File: config.mk
export PLATFORM = sky130hd
export DESIGN_NAME = uart_tx_buffered
export DESIGN_NICKNAME = d
export VERILOG_FILES = /design/src/rtl/uart_tx_buffered.sv
export SDC_FILE = /design/constraint.sdc
export NUM_CORES = 1
export LEC_CHECK = 0
export ABC_AREA = 1
export BUFFER_PORTS_ARGS = -buffer_cell sky130_fd_sc_hd__buf_2
export CAP_MARGIN = 10
export CORE_MARGIN = 2
export CORE_UTILIZATION = 50
export DETAILED_ROUTE_END_ITERATION = 12
export HOLD_SLACK_MARGIN = 0.06
export PLACE_DENSITY = 0.63
export SLEW_MARGIN = 0
export SYNTH_ARGS = -nofsm -noshare
export SYNTH_HDL_FRONTEND = slang
export SYNTH_SLANG_ARGS = --single-unit
export TNS_END_PERCENT = 50
File: constraint.sdc
create_clock -name clk -period 6.6 [get_ports clk]
set_input_delay 0.33 -clock clk [delete_from_list [all_inputs] [get_ports clk]]
set_output_delay 0.33 -clock clk [all_outputs]
set_load 0.1 [all_outputs]
File: src/rtl/uart_tx_buffered.sv
// Buffered 8N1 UART transmitter: a small byte FIFO on a valid/ready port feeding
// a start/data/stop serializer whose line output is always taken from a flop.
module uart_tx_buffered #(
  parameter int CLOCKS_PER_BAUD = 868,
  parameter int FIFO_DEPTH      = 8
) (
  input  logic                          clk,
  input  logic                          rst_n,
  input  logic [7:0]                    data_i,
  input  logic                          valid_i,
  output logic                          ready_o,
  output logic                          txd,
  output logic                          busy_o,
  output logic [$clog2(FIFO_DEPTH):0]   count_o
);

  localparam int AW = $clog2(FIFO_DEPTH);
  localparam int BW = $clog2(CLOCKS_PER_BAUD);
  localparam logic [AW:0]   DEPTH_C   = (AW+1)'(FIFO_DEPTH);
  localparam logic [AW:0]   CNT_ONE   = (AW+1)'(1);
  localparam logic [AW-1:0] PTR_ONE   = AW'(1);
  localparam logic [BW-1:0] BAUD_LAST = BW'(CLOCKS_PER_BAUD - 1);
  localparam logic [BW-1:0] BAUD_ONE  = BW'(1);

  typedef enum logic [1:0] {IDLE, START, DATA, STOP} state_t;

  state_t        state;
  logic [7:0]    mem [FIFO_DEPTH];
  logic [AW-1:0] wr_ptr;
  logic [AW-1:0] rd_ptr;
  logic [7:0]    shift;
  logic [2:0]    bit_idx;
  logic [BW-1:0] baud_cnt;
  logic          push;
  logic          pop;
  logic          baud_done;
  logic          next_idle;
  logic [AW:0]   count_next;

  assign ready_o   = (count_o != DEPTH_C);
  assign push      = valid_i & ready_o;
  assign baud_done = (baud_cnt == BAUD_LAST);
  // Pop decisions use the pre-push count, so a byte landing at the very end of a
  // stop bit waits one IDLE cycle rather than racing the pointer update.
  assign pop       = (count_o != '0) && ((state == IDLE) || (state == STOP && baud_done));
  assign next_idle = ((state == IDLE) && !pop) || ((state == STOP) && baud_done && !pop);

  always_comb begin
    count_next = count_o;
    case ({push, pop})
      2'b10:   count_next = count_o + CNT_ONE;
      2'b01:   count_next = count_o - CNT_ONE;
      default: count_next = count_o;
    endcase
  end

  always_ff @(posedge clk) begin
    if (push) mem[wr_ptr] <= data_i;
  end

  always_ff @(posedge clk or negedge rst_n) begin
    if (!rst_n) begin
      wr_ptr  <= '0;
      rd_ptr  <= '0;
      count_o <= '0;
    end else begin
      if (push) wr_ptr <= wr_ptr + PTR_ONE;
      if (pop)  rd_ptr <= rd_ptr + PTR_ONE;
      count_o <= count_next;
    end
  end

  always_ff @(posedge clk or negedge rst_n) begin
    if (!rst_n) begin
      state    <= IDLE;
      txd      <= 1'b1;
      busy_o   <= 1'b0;
      shift    <= '0;
      bit_idx  <= '0;
      baud_cnt <= '0;
    end else begin
      busy_o <= !next_idle || (count_next != '0);
      case (state)
        IDLE: begin
          if (pop) begin
            shift    <= mem[rd_ptr];
            state    <= START;
            txd      <= 1'b0;
            baud_cnt <= '0;
          end
        end
        START: begin
          if (baud_done) begin
            state    <= DATA;
            bit_idx  <= '0;
            txd      <= shift[0];
            baud_cnt <= '0;
          end else begin
            baud_cnt <= baud_cnt + BAUD_ONE;
          end
        end
        DATA: begin
          if (baud_done) begin
            baud_cnt <= '0;
            if (bit_idx == 3'd7) begin
              state <= STOP;
              txd   <= 1'b1;
            end else begin
              bit_idx <= bit_idx + 3'd1;
              txd     <= shift[bit_idx + 3'd1];
            end
          end else begin
            baud_cnt <= baud_cnt + BAUD_ONE;
          end
        end
        STOP: begin
          if (baud_done) begin
            baud_cnt <= '0;
            if (pop) begin
              shift <= mem[rd_ptr];
              state <= START;
              txd   <= 1'b0;
            end else begin
              state <= IDLE;
              txd   <= 1'b1;
            end
          end else begin
            baud_cnt <= baud_cnt + BAUD_ONE;
          end
        end
        default: begin
          state <= IDLE;
          txd   <= 1'b1;
        end
      endcase
    end
  end

endmodule

==> reports/metrics.csv <==
stage,metric,value,unit
yosys,post-synth top area share,42.93,%
critical_path,Setup crit start,baud_cnt[0],
critical_path,RR Startpoint,baud_cnt[0],
power_and_ir_drop,pwr/cell area,299.2,nW/um2
critical_path,required time worst endpoint,6.85,ns
floorplanning,Die X,98.63,um
finish,share of post-route cells with drive strength above 1,10.13,%
placed_design,IO buf count,17,
critical_path,crit path cell chain,ha_1 -> nand2_1 -> nor2_2 -> nand3_4 -> nand2_4 -> nand3_4 -> inv_1 -> ha_1 -> xor2_1 -> ha_1 -> nand2_1 -> o21ai_0 -> nor2_1 -> nand4_1,
finish,Area Overhead vs Synth,8.105,%
sta,Worst-Margin Slew,1.069,ns
yosys,YS warnings,0,
power_and_ir_drop,combinational share of power,20.0,%
worst_hold_path,Hold Path Class,primary input to asynchronous set/reset pin,
finish,Storage cell area,2799,um2
placed_design,RePlAce Congestion,0.7680,
clock_network,Root Driver,clkbuf_8,
flow_run,Max-cap violations,0,
grt,first-pass GRT wire length,14.43,mm
grt,pin count of the biggest net entering global routing,36,
finish,Final nets,482,
critical_path,Critical Path Most Common Cell,ha_1,
sta,slew margin rel.,28.50,%
clock_network,CTS tree,done,
route,Highest Signal Layer,met4,
sta,RSZ-0062 raised after global routing,false,
route,WL met3,283,um
grt,number of global-route vias before repair,2973,
yosys,syn_nets,465,
route,number of detailed-route iterations in the first pass,4,
yosys,Syn Area/Cell,10.13,um2
critical_path,Arrival @ worst endpoint,2.95,ns
floorplanning,die area,9727,um2
route,total number of vias,3060,
yosys,predominant post-synthesis flop cell,edfxtp_1,
yosys,Synth Register Bits,99,
yosys,"Cell Area, Synth",4477,um2
grt,initial antenna violation count,0,
route,wire per inst,15.53,um
critical_path,type of origin of the critical path,register,
route,met2 WL,4.333,mm
clock_network,Clock H-tree levels,3,
route,vias per cell,5.350,
yosys,"Seq/Total Area, Yosys",62.52,%
power_and_ir_drop,Final Total Pwr,1.448,mW
yosys,Post-synth ARST share,35.35,%
floorplanning,Die Y,98.63,um
sta,Tcrit/Tclk final,40.96,%
placed_design,dpl ws,3.941,ns
finish,final-layout fill cell count,760,
sta,Max Clock Skew,0.01058,ns
yosys,Yosys top cell by area,edfxtp_1,
clock_network,CTS Hold Buffers Added,0,
clock_network,clk buf depth,2,
placed_design,detailed placement HPWL,5.679,mm
sta,Tmin final,2.703,ns
floorplanning,Core ar.,8721,um2
power_and_ir_drop,Int Pwr,957.3,uW
sta,final setup margin,3.897,ns
clock_network,Sink Count,99,
yosys,number of synthesized flops with an enable pin,64,
sta,Final setup viols,0,
route,Total Wirelength,8.881,mm
route,DR iter-0 viols,100,
clock_network,total setup buffers inserted after CTS,0,
power_and_ir_drop,Switching Fraction,33.88,%
clock_network,worst skew pair latency,0.36,ns
sta,Fmax,0.3699,GHz
yosys,largest cells by area after synthesis,"edfxtp_1, dfrtp_1, o21ai_0",
sta,Final Hold Fails,0,
floorplanning,Initial Utilization,51.33,%
critical_path,maximum fanout along the worst path,7,
sta,TNS Setup,0,ns
critical_path,CP Class,register to register,
yosys,Synth Instances,442,
clock_network,post_cts resized,0,
finish,diodes inserted,0,
sta,max-slew violation count,0,
floorplanning,Ports,18,
grt,Total GRT Usage,19.24,%
yosys,library cells used by synthesis,32,
clock_network,"CTS clk-pin slew, worst paths",0.10,ns
outcome,outcome,completed,
critical_path,Crit-path slowest cell,dfrtp_1,
critical_path,Critical Path End Type,register,
power_and_ir_drop,Leak,1.949,nW
floorplanning,row count,34,
grt,total congestion overflow,0,
finish,area of the multi-input gates,1486,um2
critical_path,crit-path max cell delay,0.42,ns
route,M1 WL,4.046,mm
clock_network,total CTS buffers,9,
power_and_ir_drop,peak supply drop,0.1538,mV
power_and_ir_drop,P_sw,490.6,uW
route,DRC Markers,0,
power_and_ir_drop,sequential share of power,54.0,%
route,post-route ant nets,0,
power_and_ir_drop,Clock Power Share,26.0,%
cell usage in the layout (no fill, tap or decap), types with 2 or more instances in the layout:
cell type	synthesis	layout
a21oi_1	6	6
nor2_1	66	66
nand3_1	14	14
o22ai_1	2	2
inv_8	0	2
nand4_1	2	2
xor2_1	8	8
o21ai_2	2	2
xnor2_1	3	3
clkbuf_8	0	10
o21ai_0	67	67
dfrtp_1	34	34
nor3_1	2	2
inv_6	0	2
nand2_1	89	89
ha_1	12	12
or2_2	2	2
o21ai_1	4	4
nor2_2	2	2
o31ai_1	2	2
nand2_2	3	3
buf_2	0	17
inv_1	37	37
edfxtp_1	64	64
nand3_4	2	2
synthesized netlist by cell type, types with 2 or more instances:
library cell,n
ha_1,12
dfrtp_1,34
inv_1,37
o22ai_1,2
o21ai_1,4
o21ai_2,2
nand2_2,3
clkbuf_1,8
xor2_1,8
xnor2_1,3
buf_1,2
nor3_1,2
nand3_4,2
nor2_2,2
or2_2,2
o21ai_0,67
nand4_1,2
a21oi_1,6
edfxtp_1,64
o31ai_1,2
nand3_1,14
nor2_1,66
nand2_1,89
power groups by stage:
| stage | Clock [mW] | Combinational, mW | Sequential, mW |
|---|---|---|---|
| after floorplan | 0 | 0.132 | 0.874 |
| after global placement | 0 | 0.284 | 0.794 |
| after detailed placement | 0 | 0.291 | 0.795 |
| after CTS | 0.386 | 0.292 | 0.782 |
| after global routing | 0.410 | 0.317 | 0.790 |
| final | 0.376 | 0.290 | 0.782 |
sequential cells by signal, indices dropped and copies added (netlist names):
name / flops
busy_o: 1
count_o: 4
txd: 1
baud_cnt: 10
bit_idx: 3
shift: 8
mem: 64
state: 2
rd_ptr: 3
wr_ptr: 3
metrics by stage:
stage	area, um2	hold slack, ns	util (%)	std cells
after CTS	4840	0.07266	55.50	572
after detailed placement	4648	0.4735	53.30	556
after floorplan	4477	0.03441	-	442
final	4840	0.05287	55.50	572
after global placement	4648	0.4660	53.30	556
after global routing	4840	0.09243	55.50	572
logic make-up (layout without fill, tap and decap cells):
group	after synthesis	count (layout)	synth area share [%]
AO/OA/AOI/OAI	87	87	10.45
XOR/XNOR	11	11	2.152
adder cells (fa/ha/maj)	12	12	3.354
buffers and inverters	49	71	4.276
flip-flops	99	99	62.52
AND/OR/NAND/NOR	184	184	17.24
area by class of cell:
cell class | count | area share, %
Clock buffer | 10 | 2.844
Clock inverter | 6 | 1.112
Inverter | 38 | 2.947
Multi-Input combinational cell | 294 | 30.71
Sequential cell | 99 | 57.83
Tap cell | 108 | 2.792
Timing Repair Buffer | 17 | 1.758
per-layer routing:
metal,GRT usage [%],up-vias
li1,-,1517
met4,7.165,0
met5,0,-
met3,4.043,22
met1,24.11,1463
met2,33.07,58
path summary, 6_finish.rpt:
path / to / slack [ns] / cells after the start
min in group clk: mem[3][0] / 0.23 / 1
hold / removal: baud_cnt[9] / 0.05 / 1
hold reg to reg: txd / 0.50 / 2
setup reg to reg: busy_o / 3.90 / 14
max in group asynchronous: state[1] / 6.03 / 1
setup / recovery: busy_o / 3.90 / 14
critical path: cells and delay by family, from the launching register on:
kind / cells / cell delay [ns]
and+or+nand+nor: 8 / 0.89
adders and majority gates: 3 / 0.76
DFF: 1 / 0.42
xor gates and xnor gates: 1 / 0.22
buffers and inverters: 1 / 0.16
AOI/OAI and AO/OA: 1 / 0.12
(Power assumes the default switching activity.)
